## src/rtl/mem_pkg.sv

```systemverilog
// Memory request/response payload types, shared by the router and the prioritized arbiter.
package mem_pkg;

    typedef struct packed {
        logic [31:0] addr;
        logic [31:0] wdata;
        logic        we;
        logic [3:0]  be;
    } mem_req_t;

    typedef struct packed {
        logic [31:0] rdata;
        logic        err;
    } mem_resp_t;

endpackage

```

## src/rtl/mem_router_if.sv

```systemverilog
// Bundle of the router's decoupled channels: one core-side request/response pair plus CNT slave-side pairs.
interface mem_router_if #(
    parameter int CNT = 2
) ();
    import mem_pkg::*;

    logic      master_req_valid;
    logic      master_req_ready;
    mem_req_t  master_req_data;

    logic      master_resp_valid;
    logic      master_resp_ready;
    mem_resp_t master_resp_data;

    logic [CNT-1:0] slave_req_valid;
    logic [CNT-1:0] slave_req_ready;
    mem_req_t       slave_req_data [CNT];

    logic [CNT-1:0] slave_resp_valid;
    logic [CNT-1:0] slave_resp_ready;
    mem_resp_t      slave_resp_data [CNT];

    // The environment: drives core requests and plays the memory slaves.
    modport master (
        output master_req_valid, master_req_data, master_resp_ready,
        input  master_req_ready, master_resp_valid, master_resp_data,
        input  slave_req_valid, slave_req_data, slave_resp_ready,
        output slave_req_ready, slave_resp_valid, slave_resp_data
    );

    // The router: slave to the core, master to the memory slaves.
    modport slave (
        input  master_req_valid, master_req_data, master_resp_ready,
        output master_req_ready, master_resp_valid, master_resp_data,
        output slave_req_valid, slave_req_data, slave_resp_ready,
        input  slave_req_ready, slave_resp_valid, slave_resp_data
    );

endinterface

```

## src/rtl/mem_router_idx_fifo.sv

```systemverilog
// Small synchronous FIFO of route indices with wrap-bit pointers; contents are intentionally not reset.
module idx_fifo #(
    parameter int WIDTH = 2,
    parameter int DEPTH = 4
) (
    input  logic             clk,
    input  logic             rst_n,
    input  logic             push,
    input  logic [WIDTH-1:0] push_data,
    input  logic             pop,
    output logic [WIDTH-1:0] head,
    output logic             full,
    output logic             empty
);
    localparam int AW = $clog2(DEPTH);
    localparam logic [AW:0] PTR_ONE = 1;

    logic [WIDTH-1:0] mem [DEPTH];
    logic [AW:0]      wr_ptr;
    logic [AW:0]      rd_ptr;
    logic             do_push;
    logic             do_pop;

    assign do_push = push && !full;
    assign do_pop  = pop && !empty;

    always_ff @(posedge clk or negedge rst_n) begin
        if (!rst_n) begin
            wr_ptr <= '0;
            rd_ptr <= '0;
        end else begin
            if (do_push) wr_ptr <= wr_ptr + PTR_ONE;
            if (do_pop)  rd_ptr <= rd_ptr + PTR_ONE;
        end
    end

    always_ff @(posedge clk) begin
        if (do_push) mem[wr_ptr[AW-1:0]] <= push_data;
    end

    // Full when the indices match but the wrap bits differ.
    assign head  = mem[rd_ptr[AW-1:0]];
    assign full  = (wr_ptr[AW] != rd_ptr[AW]) && (wr_ptr[AW-1:0] == rd_ptr[AW-1:0]);
    assign empty = (wr_ptr == rd_ptr);

endmodule

```

## src/rtl/mem_router.sv

```systemverilog
// One-to-many memory router: address-decodes each request to a slave and returns responses in request order.
module mem_router
    import mem_pkg::*;
#(
    parameter int          CNT         = 2,
    parameter int          QUEUE_DEPTH = 4,
    parameter logic [31:0] BASE [CNT]  = '{32'h0000_0000, 32'h1000_0000},
    parameter logic [31:0] MASK [CNT]  = '{32'hF000_0000, 32'hF000_0000}
) (
    input logic         clk,
    input logic         rst_n,
    mem_router_if.slave bus
);
    typedef logic [$clog2(CNT+1)-1:0] route_idx;
    localparam route_idx ERR = route_idx'(CNT);

    route_idx dest;
    route_idx head;
    logic     q_full;
    logic     q_empty;
    logic     push;
    logic     pop;

    // Lowest matching slave wins, so scan downward and let lower indices overwrite.
    always_comb begin
        dest = ERR;
        for (int i = CNT - 1; i >= 0; i--) begin
            if ((bus.master_req_data.addr & MASK[i]) == BASE[i]) dest = route_idx'(i);
        end
    end

    always_comb begin
        bus.master_req_ready = 1'b0;
        bus.slave_req_valid  = '0;
        for (int i = 0; i < CNT; i++) bus.slave_req_data[i] = bus.master_req_data;
        if (!q_full) begin
            if (dest == ERR) begin
                bus.master_req_ready = 1'b1;
            end else begin
                for (int i = 0; i < CNT; i++) begin
                    if (dest == route_idx'(i)) begin
                        bus.slave_req_valid[i] = bus.master_req_valid;
                        bus.master_req_ready   = bus.slave_req_ready[i];
                    end
                end
            end
        end
    end

    assign push = bus.master_req_valid && bus.master_req_ready;

    // Only the slave at the queue head may hand over a response; others are held off.
    always_comb begin
        bus.master_resp_valid = 1'b0;
        bus.master_resp_data  = '0;
        bus.slave_resp_ready  = '0;
        if (!q_empty) begin
            if (head == ERR) begin
                bus.master_resp_valid      = 1'b1;
                bus.master_resp_data.rdata = '0;
                bus.master_resp_data.err   = 1'b1;
            end else begin
                for (int i = 0; i < CNT; i++) begin
                    if (head == route_idx'(i)) begin
                        bus.master_resp_valid   = bus.slave_resp_valid[i];
                        bus.master_resp_data    = bus.slave_resp_data[i];
                        bus.slave_resp_ready[i] = bus.master_resp_ready;
                    end
                end
            end
        end
    end

    assign pop = bus.master_resp_valid && bus.master_resp_ready;

    idx_fifo #(
        .WIDTH ($bits(route_idx)),
        .DEPTH (QUEUE_DEPTH)
    ) u_route_q (
        .clk       (clk),
        .rst_n     (rst_n),
        .push      (push),
        .push_data (dest),
        .pop       (pop),
        .head      (head),
        .full      (q_full),
        .empty     (q_empty)
    );

endmodule

```

## src/flat_wrapper.sv

```systemverilog
// flat-port wrapper written by rule: the top's interface ports become plain ports
module mem_router_flat import mem_pkg::*;
#(
    parameter int          CNT         = 2,
    parameter int          QUEUE_DEPTH = 4,
    parameter logic [31:0] BASE [CNT]  = '{32'h0000_0000, 32'h1000_0000},
    parameter logic [31:0] MASK [CNT]  = '{32'hF000_0000, 32'hF000_0000}
)
  (clk, rst_n, bus_master_req_valid, bus_master_req_data, bus_master_resp_ready, bus_master_req_ready, bus_master_resp_valid, bus_master_resp_data, bus_slave_req_valid, bus_slave_req_data, bus_slave_resp_ready, bus_slave_req_ready, bus_slave_resp_valid, bus_slave_resp_data);
  mem_router_if #(.CNT(CNT)) bus_i ();
  input logic clk;
  input logic rst_n;
  input wire logic [$bits(bus_i.master_req_valid)-1:0] bus_master_req_valid;
  input wire logic [$bits(bus_i.master_req_data)-1:0] bus_master_req_data;
  input wire logic [$bits(bus_i.master_resp_ready)-1:0] bus_master_resp_ready;
  output wire logic [$bits(bus_i.master_req_ready)-1:0] bus_master_req_ready;
  output wire logic [$bits(bus_i.master_resp_valid)-1:0] bus_master_resp_valid;
  output wire logic [$bits(bus_i.master_resp_data)-1:0] bus_master_resp_data;
  output wire logic [$bits(bus_i.slave_req_valid)-1:0] bus_slave_req_valid;
  output wire logic [$bits(bus_i.slave_req_data)-1:0] bus_slave_req_data;
  output wire logic [$bits(bus_i.slave_resp_ready)-1:0] bus_slave_resp_ready;
  input wire logic [$bits(bus_i.slave_req_ready)-1:0] bus_slave_req_ready;
  input wire logic [$bits(bus_i.slave_resp_valid)-1:0] bus_slave_resp_valid;
  input wire logic [$bits(bus_i.slave_resp_data)-1:0] bus_slave_resp_data;
  assign bus_i.master_req_valid = bus_master_req_valid;
  assign bus_i.master_req_data = bus_master_req_data;
  assign bus_i.master_resp_ready = bus_master_resp_ready;
  assign bus_master_req_ready = bus_i.master_req_ready;
  assign bus_master_resp_valid = bus_i.master_resp_valid;
  assign bus_master_resp_data = bus_i.master_resp_data;
  assign bus_slave_req_valid = bus_i.slave_req_valid;
  assign bus_slave_req_data = {>>{bus_i.slave_req_data}};
  assign bus_slave_resp_ready = bus_i.slave_resp_ready;
  assign bus_i.slave_req_ready = bus_slave_req_ready;
  assign bus_i.slave_resp_valid = bus_slave_resp_valid;
  assign bus_i.slave_resp_data = {>>{bus_slave_resp_data}};
  mem_router #(.CNT(CNT), .QUEUE_DEPTH(QUEUE_DEPTH), .BASE(BASE), .MASK(MASK)) u_core (.clk(clk), .rst_n(rst_n), .bus(bus_i));
endmodule
```

## config.mk

```make
export PLATFORM = sky130hd
export DESIGN_NAME = mem_router_flat
export DESIGN_NICKNAME = d
export VERILOG_FILES = /design/src/rtl/mem_pkg.sv /design/src/rtl/mem_router_if.sv /design/src/rtl/mem_router_idx_fifo.sv /design/src/rtl/mem_router.sv /design/src/flat_wrapper.sv
export SDC_FILE = /design/constraint.sdc
export NUM_CORES = 1
export LEC_CHECK = 0
export CELL_PAD_IN_SITES_DETAIL_PLACEMENT = 0
export CELL_PAD_IN_SITES_GLOBAL_PLACEMENT = 2
export CORE_UTILIZATION = 11
export CTS_CLUSTER_SIZE = 40
export DETAILED_ROUTE_END_ITERATION = 10
export PLACE_DENSITY = 0.93
export SLEW_MARGIN = 20
export SYNTH_ARGS = -nofsm -noshare
export SYNTH_HDL_FRONTEND = slang
export SYNTH_SLANG_ARGS = --single-unit
```

## constraint.sdc

```tcl
create_clock -name clk -period 2.8 [get_ports clk]
set_clock_uncertainty 0.05 [all_clocks]
set_input_delay 0.42 -clock clk [delete_from_list [all_inputs] [get_ports clk]]
set_output_delay 0.42 -clock clk [all_outputs]
set_load 0.005 [all_outputs]
```

======== Word-level counts from Yosys, hierarchy flattened ========
Memory sizes are Yosys's and may differ from the RTL's.
Cells that the tools add are included.
word-level totals
  flip-flop bits (word level) ............. 6
  bits of input ports ..................... 143
  memory bits (writable) .................. 8
  output and inout port bits .............. 177
  memories ................................ 1
operators by class
  multiplexer cells ....................... 24
  reduce and logical (&&, ||, !) cells .... 10
  equal/unequal tests ..................... 8
  add/sub/neg operators ................... 2
memories
  name                  words  width  rd ports  clocked after memory_dff  write ports  line                       source
  u_core.u_route_q.mem  4      2      1         0                         1            mem_router_idx_fifo.sv:18  logic [WIDTH-1:0] mem [DEPTH];
operator list
  cell                 count
  $mux 33              4
  $logic_not 32->1     1
  $mux 1               14
  $mux 2               6
  $add 3x1->3 const B  2
  $logic_and 1x1->1    5
  $eq 2x1->1 const B   2
  $eq 2x2->1 const B   2
  $eq 4x1->1 const B   1
  $logic_not 2->1      2
  $eq 3x3->1           1
  $eq 2x2->1           1
  $logic_not 1->1      2
  $ne 1x1->1           1

======== Longest topological paths before layout ========
Gate-level depths: netlist of the first run.
  depth in word-level cells ............... 12
  gate-level depth with buffers ........... 7
  mapped depth without buffers ............ 5

======== By module ========
From an unflattened synthesis of the first run, not the netlist that was laid out.
unflattened totals
  cell total of the unflattened synthesis .. 291
  area total of the unflattened synthesis .. 2517.4 um2
by module, submodules not included
  module      area each (um2)  cells an instance  seq. area each (um2)  instances
  mem_router  1717.9           231                0.0                   1
  idx_fifo    799.5            60                 390.4                 1

======== Least setup slack after synthesis of the first run ========
OpenSTA, ideal clock, no wires.
  kind .................................... register -> output
  start ................................... register u_core.u_route_q.rd_ptr[0]
  end ..................................... output port bus_master_resp_data[10]
  data required time ...................... 2.330 ns
  cell stages (with the launch flop) ...... 7
  buffers on the path ..................... 3
  setup slack ............................. 0.650 ns
  arrival time ............................ 1.680 ns
  path through ............................ dfrtp_1 -> buf_6 -> mux4_2 -> or2_1 -> clkbuf_1 -> buf_2 -> a21oi_1
between the ends
  word-level cells in the longest chain between the ends .. 6
ends and longest elaborated chain
  what                      line                       source
  start: declaration        mem_router_idx_fifo.sv:20  logic [AW:0] rd_ptr;
  start signal: assignment  mem_router_idx_fifo.sv:33  if (do_pop) rd_ptr <= rd_ptr + PTR_ONE;
  $mem_v2 4x2               n/a
  $logic_not 2->1           mem_router.sv:64           if (head == route_idx'(i)) begin
  $mux 33 (2 in a row)      mem_router.sv:64
  $mux 33                   mem_router.sv:58           if (head == ERR) begin
  $mux 33 (*)               mem_router.sv:57           if (!q_empty) begin
  end: declaration          flat_wrapper.sv:18         output wire logic [$bits(bus_i.master_resp_data)-1:0] bus_master_resp_data;
Every way passes the cells marked *; elsewhere a longest branch is shown, timed or not.

======== Final worst setup path of the first run ========
  start ................................... register u_core.u_route_q.rd_ptr[0]
  end ..................................... output port bus_master_resp_data[19]
The elaborated chain is that of the path after synthesis.

==> results of run 1 <==
==> worst max-delay path, cell delays in order, from the launching register on <==
cell and delay, ns:
dfrtp_1 0.40, mux4_2 0.53, or2_4 0.25, buf_12 0.17
a21oi_1 0.12, clkdlybuf4s50_1 0.51
==> layer usage <==
metal  vias up  routed length, µm  global-route usage [%]
met1       780               2550                    5.98
li1        855                  -                       -
met3        19               1350                    4.07
met2       184               3360                    9.98
met4         0                 89                    2.09
met5         -                  0                       0
==> sequential cells by signal, summed over array words and instances (netlist names) <==
name	count
u_core.u_route_q.mem	8
u_core.u_route_q.rd_ptr	3
u_core.u_route_q.wr_ptr	3
==> kinds of logic (layout without fill, tap and decap cells) <==
group,after synthesis,after routing,synth area share [%]
xor gates and xnor gates,8,8,2.96
and+or+nand+nor,83,83,14.6
adders and majority gates,5,5,2.64
AOI/OAI and AO/OA,41,41,10.7
DFF,14,14,16.5
buffers and inverters,156,145,47.5
muxes,9,9,5.07
==> final cells by class <==
class	instances	area share [%]
multi-input cells	146	28.5
flip-flops and latches	14	12.4
inverters	5	0.593
clock buffers	4	2.81
repair buffers	136	44.9
well taps	275	10.9
==> path summary, 6_finish.rpt <==
check,depth (start not counted),to,startpoint
setup / recovery,5,bus_master_resp_data[19],u_core.u_route_q.rd_ptr[0]
max in group asynchronous,1,u_core.u_route_q.rd_ptr[1],rst_n
setup reg to reg,5,u_core.u_route_q.rd_ptr[1],u_core.u_route_q.rd_ptr[0]
min in group clk,1,u_core.u_route_q.rd_ptr[2],u_core.u_route_q.rd_ptr[2]
hold reg to reg,1,u_core.u_route_q.rd_ptr[2],u_core.u_route_q.rd_ptr[2]
hold / removal,1,u_core.u_route_q.wr_ptr[1],rst_n
==> repair_timing <==
item	in CTS	in global routing
setup endpoints to repair	16	34
buffers inserted	2	0
gates resized for setup	3	31
==> power groups by stage <==
stage / registers (mW) / clock network, mW / logic [mW]
after floorplan: 0.341 / 0 / 1.21
after global routing: 0.387 / 0.312 / 2.41
final: 0.378 / 0.297 / 2.19
after CTS: 0.374 / 0.303 / 2.26
after detailed placement: 0.381 / 0 / 2.24
after global placement: 0.377 / 0 / 2.25
==> layout by cell type, fill, tap and decap left out, drive strengths merged, types with 3 or more instances in the layout <==
cell | Yosys | final
mux2i | 3 | 3
xor2 | 6 | 6
ha | 5 | 5
buf | 147 | 12
nor2 | 3 | 3
nor3 | 6 | 6
mux2 | 4 | 4
clkdlybuf4s50 | 0 | 100
dlymetal6s2s | 0 | 22
clkbuf | 4 | 4
dfrtp | 6 | 6
and2 | 3 | 3
inv | 5 | 5
edfxtp | 8 | 8
a21oi | 33 | 33
nand2 | 65 | 65
==> metrics.yaml, run 1 <==
status:
  outcome: "complete, no violations"
floorplan:
  die_y_um: 149
  die_x_um: 149
  core_area_mm2: 0.0211
  row_count: 53
  die_area_mm2: 0.0221
  start_util_pct: 11.2
  pin_count: 320
finish:
  multi_input_area_um2: 901
  area_growth_pct: 33.5
  instances_no_fill: 580
  fillers: 2406
  drive_gt1_share_pct: 11.8
  fin_util_pct: 15.0
  nNetsFinal: 454
  antenna_cells: 0
  register_area_um2: 392
  final_cell_area_mm2: 0.00317
clocking:
  cts_buffer_depth: 2
  root_buffer: "clkbuf_16"
  holdBufCountCts: 0
  clk_pin_slew_ns: 0.05
  cts-htree-levels: 1
  cts_buffers: 3
  clk_latency_ns: 0.24
  cts_tree: "built"
  clock_sinks: 14
power:
  p_comb_share_pct: 76.4
  pwr-share-clk_pct: 10.4
  internal_power_mw: 1.66
  p_total_mw: 2.86
  vdd_ir_drop_max_uv: 283
  static-leakage-power_nw: 1.45
  powerDensity_mw_per_mm2: 905
  sw_frac_of_total_pct: 42.1
  p_sw_mw: 1.21
  p_seq_share_pct: 13.2
routing:
  dr.pass1.iters: 4
  vias: 1838
  ant_nets: 0
  wl_per_cell_um: 12.7
  drc: 0
  routed_via_density: 3.17
  initialDrtViolationCount: 52
  drt-total-wl_um: 7340
timing:
  fin_ws_ns: 0.0734
  period_share_pct: 97.4
  rsz0062_at_grt: "false"
  fmax_mhz: 367
  hold_violations: 0
  tightest_slew_ns: 0.657
  holdWs_ns: 0.374
  slew_viol_final: 0
  max-slew-margin-rel_pct: 56.1
  setup-tns-final_ns: 0
  setup_viol: 0
  fin_crit_ns: 2.73
place:
  place_inst: 574
  gp_congestion: 0.690
  portBuffers: 124
  dpl.hpwl_um: 5880
  dpl_cell_area_mm2: 0.00297
  place_ws_ns: 0.0948
synth:
  ys_warn_count: 0
  yosys.area.top_type: "buf_4"
  synthTopCellsByArea: "buf_4, nand2_1, edfxtp_1, a21oi_1, dfrtp_1"
  synth_top_area_share_pct: 43.7
  async_flop_share_pct: 42.9
  synth-seq-cells: 14
  syn_inst: 316
  synth_edf_count: 8
  synth_area_mm2: 0.00237
  synthDistinctLibCells: 31
  syn_avg_cell_area_um2: 7.50
  yosysMostFrequentCell: "buf_4"
  synth_common_cells: "buf_4, nand2_1, a21oi_1"
  seq_area_frac_synth_pct: 16.5
  synth_nets: 464
  synth_top_flop_cell: "edfxtp_1"
worst_setup_path:
  critPathKind: "reg2out"
  arrival_ns: 2.26
  start_kind: "flip-flop"
  cp_max_fo: 32
  worst-endpoint-required_ns: 2.33
  crit_path_end_kind: "output pin"
  r2r_setup_slack_ns: 0.72
run:
  maxCapViolCount: 0
hold_path:
  hold_class: "in2async"
global_route:
  grt.total_usage_pct: 6.02
  grt_pass1_vias: 1801
  grt-ovfl-total: 0
  antenna_found_initial: 0
  grt_pass1_wl_um: 9920
  grt_max_degree: 34
Note: power is estimated with default switching activity, not from simulation.
==> run 2: changes to the inputs <==
--- a/config.mk
+++ b/config.mk
@@ -10,7 +10,7 @@
 export CORE_UTILIZATION = 11
 export CTS_CLUSTER_SIZE = 40
 export DETAILED_ROUTE_END_ITERATION = 10
-export PLACE_DENSITY = 0.93
+export PLACE_DENSITY_LB_ADDON = 0.2
 export SLEW_MARGIN = 20
 export SYNTH_ARGS = -nofsm -noshare
 export SYNTH_HDL_FRONTEND = slang
==> metrics.yaml, run 2 (synthesis gave the netlist of run 1 again) <==
status:
  outcome: "complete, no violations"
power:
  static-leakage-power_nw: 1.57
  p_total_mw: 3.24
  powerDensity_mw_per_mm2: 976
  vdd_ir_drop_max_uv: 240
floorplan:
  die_x_um: 149
  pin_count: 320
  core_area_mm2: 0.0211
  die_area_mm2: 0.0221
  row_count: 53
  start_util_pct: 11.2
  die_y_um: 149
timing:
  fin_crit_ns: 2.70
  setup-tns-final_ns: 0
  slew_viol_final: 0
  setup_viol: 0
  rsz0062_at_grt: "true"
  max-slew-margin-rel_pct: 55.3
  tightest_slew_ns: 0.669
  hold_violations: 0
  fmax_mhz: 370
  period_share_pct: 96.5
worst_setup_path:
  cp_slowest_cell: "mux4_2"
  worst-endpoint-required_ns: 2.33
  arrival_ns: 2.23
  cp_max_fo: 16
  r2r-start: "u_core.u_route_q.rd_ptr[0]"
  crit_path_end_kind: "output pin"
  crit_path_cell_trace: "mux4_2 -> or2_4 -> buf_12 -> a21oi_2 -> clkdlybuf4s50_1"
  setup.worst_path.start: "u_core.u_route_q.rd_ptr[0]"
  critPathKind: "reg2out"
  cpPeakStageDelay_ns: 0.53
  start_kind: "flip-flop"
finish:
  final_cell_mix: "clkdlybuf4s50_1, nand2_1, a21oi_1, dlymetal6s2s_1, buf_4"
  mostFrequentLayoutCell: "clkdlybuf4s50_1"
  antenna_cells: 0
  nNetsFinal: 465
  area_growth_pct: 40.2
  largest_register_ffs: 8
  drive_gt1_share_pct: 15.8
place:
  dpl.hpwl_um: 6380
  portBuffers: 124
  gp_congestion: 0.684
global_route:
  antenna_found_initial: 0
  grt_max_degree: 33
  grt_pass1_wl_um: 11500
  grt.total_usage_pct: 6.96
  grt_pass1_vias: 1976
  grt-ovfl-total: 0
clocking:
  cts-htree-levels: 1
  cts_tree: "built"
  clock_sinks: 14
  root_buffer: "clkbuf_16"
  clk_latency_ns: 0.24
  cts_buffer_depth: 2
  cts_buffers: 3
  clk_pin_slew_ns: 0.05
routing:
  wl_per_cell_um: 14.3
  ant_nets: 0
  initialDrtViolationCount: 32
  drt-total-wl_um: 8470
  dr.pass1.iters: 4
  routed_via_density: 3.14
  drc: 0
  vias: 1855
hold_path:
  hold_class: "in2async"
run:
  maxCapViolCount: 0
-- run 2: cell types whose count changed in the layout (fill, tap and decap cells not counted), moves of 2 or more --
cell / change
mux2_4: +2
buf_12: +2
a21oi_1: +3
dlygate4sd2_1: +6
mux2_2: -2
o31ai_1: -2
clkdlybuf4s50_1: -7
o31ai_2: +2
buf_4: +6
a21oi_2: -3
-- run 2: timing repair --
action                                  CTS  global route
endpoints found under the setup margin   36            29
gates cloned                              1             1
setup buffers                             3             3
hold buffers                              0             0
resized for setup                        15            34
-- run 2: where the power goes --
part	internal [mW]	switching, mW	leakage (nW)
logic	1.40	1.19	1.39
registers	0.296	0.0933	0.139
clock network	0.189	0.0795	0.0385
-- run 2: layout make-up --
type / count / area (µm²)
sequential: 14 / 393
inverter: 5 / 18.8
clock inverter: 1 / 3.75
timing repair buffer: 147 / 1560
multi-input combinational: 146 / 926
tap: 275 / 344
clock buffer: 3 / 75.1
fill: 2418 / 17800
-- run 2: metal layers --
metal / up-vias / global-route usage [%] / share of wire, %
li1: 885 / - / -
met1: 798 / 7.67 / 38
met2: 117 / 12.1 / 50
met3: 55 / 1.93 / 8.1
met4: 0 / 3.88 / 4.2
met5: - / 0 / 0
-- run 2: worst paths after layout --
| path | slack [ns] | cells after the start | end |
|---|---|---|---|
| max | 0.1 | 5 | bus_master_resp_data[22] |
| min | 0.41 | 1 | u_core.u_route_q.wr_ptr[2] |
| max reg2reg | 0.77 | 5 | u_core.u_route_q.mem[3][0] |
| min reg2reg | 0.48 | 1 | u_core.u_route_q.wr_ptr[2] |
| max in group asynchronous | 1.99 | 1 | u_core.u_route_q.rd_ptr[0] |
| min in group clk | 0.48 | 1 | u_core.u_route_q.wr_ptr[2] |
-- run 2: worst max-delay path: cells and delay by family, from the launching register on --
kind / cells / cell delay, ns
compound gates: 1 / 0.10
simple gates: 1 / 0.28
flops: 1 / 0.41
buf+inv: 2 / 0.67
mux: 1 / 0.53
-- run 2: metrics by stage --
step                util [%]  instances  instance area (µm²)  hold slack, ns  setup WS, ns
finish                  15.8        591                 3320           0.414        0.0983
global route            15.8        591                 3320           0.432      0.000256
CTS                     15.0        587                 3170           0.426       0.00515
detailed placement      14.3        579                 3010           0.473        0.0739
global placement        14.3        579                 3010           0.464        0.0753
floorplan                  -        316                 2370          0.0744         0.650
==> run 3: changes to the inputs <==
--- a/config.mk
+++ b/config.mk
@@ -5,9 +5,11 @@
 export SDC_FILE = /design/constraint.sdc
 export NUM_CORES = 1
 export LEC_CHECK = 0
+export CAP_MARGIN = 20
 export CELL_PAD_IN_SITES_DETAIL_PLACEMENT = 0
 export CELL_PAD_IN_SITES_GLOBAL_PLACEMENT = 2
-export CORE_UTILIZATION = 11
+export CORE_MARGIN = 2
+export CORE_UTILIZATION = 10
 export CTS_CLUSTER_SIZE = 40
 export DETAILED_ROUTE_END_ITERATION = 10
 export PLACE_DENSITY_LB_ADDON = 0.2
==> constraint.sdc (replaced) <==
create_clock -name clk -period 2.2 [get_ports clk]
set_clock_uncertainty 0.05 [all_clocks]
set_input_delay 0.33 -clock clk [delete_from_list [all_inputs] [get_ports clk]]
set_output_delay 0.33 -clock clk [all_outputs]
set_load 0.005 [all_outputs]
==> metrics.yaml, run 3 (synthesis gave the netlist of run 1 again) <==
finish:
  final_cell_area_mm2: 0.00366
  final_cell_mix: "clkdlybuf4s50_1, nand2_1, buf_2, buf_4, a21oi_2"
  largest_register_ffs: 8
  nNetsFinal: 487
  fillers: 2674
  fin_util_pct: 15.6
  area_growth_pct: 54.3
  instances_no_fill: 658
  mostFrequentLayoutCell: "clkdlybuf4s50_1"
  drive_gt1_share_pct: 45.0
power:
  pwr-share-clk_pct: 7.2
  sw_frac_of_total_pct: 45.2
  p_comb_share_pct: 82.8
  p_sw_mw: 2.16
  vdd_ir_drop_max_uv: 316
  p_total_mw: 4.79
  static-leakage-power_nw: 1.41
  internal_power_mw: 2.63
  p_seq_share_pct: 10.0
  powerDensity_mw_per_mm2: 1310
floorplan:
  pin_count: 320
  die_area_mm2: 0.0250
  die_x_um: 158
  start_util_pct: 10.1
  die_y_um: 158
  core_area_mm2: 0.0234
  row_count: 56
timing:
  tightest_slew_ns: 0.380
  fmax_mhz: 427
  rsz0062_at_grt: "true"
  hold_violations: 0
  holdWs_ns: 0.305
  slew_viol_final: 0
  fin_ws_ns: -0.141
  setup_viol: 35
  fin_crit_ns: 2.34
  setup-tns-final_ns: -1.88
  period_share_pct: 106
  max-slew-margin-rel_pct: 74.5
clocking:
  cts_tree: "built"
  root_buffer: "clkbuf_16"
  clk_pin_slew_ns: 0.05
  holdBufCountCts: 0
  clock_sinks: 14
  cts_buffers: 3
  cts_buffer_depth: 2
  cts-htree-levels: 1
  clk_latency_ns: 0.24
worst_setup_path:
  crit_end: "bus_master_resp_data[14]"
  start_kind: "flip-flop"
  setup.worst_path.start: "u_core.u_route_q.rd_ptr[0]"
  r2r-start: "u_core.u_route_q.rd_ptr[0]"
  cp_max_fo: 11
  r2r_end: "u_core.u_route_q.rd_ptr[1]"
  r2r.worst_path.cells: 6
  arrival_ns: 1.96
  r2r_setup_slack_ns: 0.13
  critPathKind: "reg2out"
  worst-endpoint-required_ns: 1.82
  crit_path_end_kind: "output pin"
place:
  place_inst: 644
  portBuffers: 124
  gp_congestion: 0.739
  place_ws_ns: -0.418
  dpl.hpwl_um: 7880
  dpl_cell_area_mm2: 0.00321
global_route:
  grt_pass1_wl_um: 13200
  grt_max_degree: 24
  grt-ovfl-total: 0
  grt.total_usage_pct: 7.10
  grt_pass1_vias: 2133
  antenna_found_initial: 1
routing:
  dr.pass1.iters: 4
  drt-total-wl_um: 9800
  initialDrtViolationCount: 47
  vias: 1974
  routed_via_density: 3.00
  wl_per_cell_um: 14.9
  drc: 0
  ant_nets: 0
status:
  violations: "setup timing"
  outcome: "complete, but fails checks"
hold_path:
  hold_class: "in2async"
run:
  maxCapViolCount: 0
[run 3: worst max-delay path: stages (launching register included)]
cell	delay, ns
dfrtp_2	0.40
mux4_2	0.52
or2_4	0.30
buf_12	0.16
a21oi_2	0.11
clkdlybuf4s15_2	0.21
[run 3: power groups by stage]
stage	registers, mW	clock network, mW	logic [mW]
4_1_cts	0.464	0.345	3.60
3_3_place_gp	0.452	0	3.29
6_report	0.479	0.343	3.97
2_1_floorplan	0.434	0	1.55
3_5_place_dp	0.454	0	3.24
5_1_grt	0.493	0.358	4.37
[run 3: area by class of cell]
cell class	instances	area, µm²	area share (%)
clock buffers	3	75.1	2.05
flip-flops and latches	14	393	10.7
clock inverters	1	3.75	0.103
multi-input cells	146	1210	33.0
well taps	319	399	10.9
inverters	5	18.8	0.513
repair buffers	169	1560	42.6
diodes	1	2.50	0.0684
[run 3: how the worst min path moves through the flow]
| stage | startpoint | to | slack (ns) | cells after the start |
|---|---|---|---|---|
| 6_report | rst_n | u_core.u_route_q.wr_ptr[2] | 0.31 | 1 |
| 5_1_grt | rst_n | u_core.u_route_q.wr_ptr[2] | 0.33 | 1 |
| 4_1_cts | rst_n | u_core.u_route_q.wr_ptr[2] | 0.32 | 1 |
| 3_5_place_dp | u_core.u_route_q.wr_ptr[2] | u_core.u_route_q.wr_ptr[2] | 0.52 | 2 |
| 3_3_place_gp | u_core.u_route_q.wr_ptr[2] | u_core.u_route_q.wr_ptr[2] | 0.52 | 2 |
| 2_1_floorplan | rst_n | u_core.u_route_q.rd_ptr[0] | -0.02 | 0 |
[run 3: metal layers]
metal | global-route usage (%) | share of wire, %
met1 | 6.96 | 33
met2 | 12.7 | 52
met3 | 1.72 | 7.4
met4 | 5.83 | 8.1
met5 | 0 | 0
[run 3: timing repair]
action	4_1_cts	5_1_grt
gates cloned	1	2
endpoints found under the setup margin	39	49
pin swaps	4	17
setup buffers	4	2
resized for setup	161	76
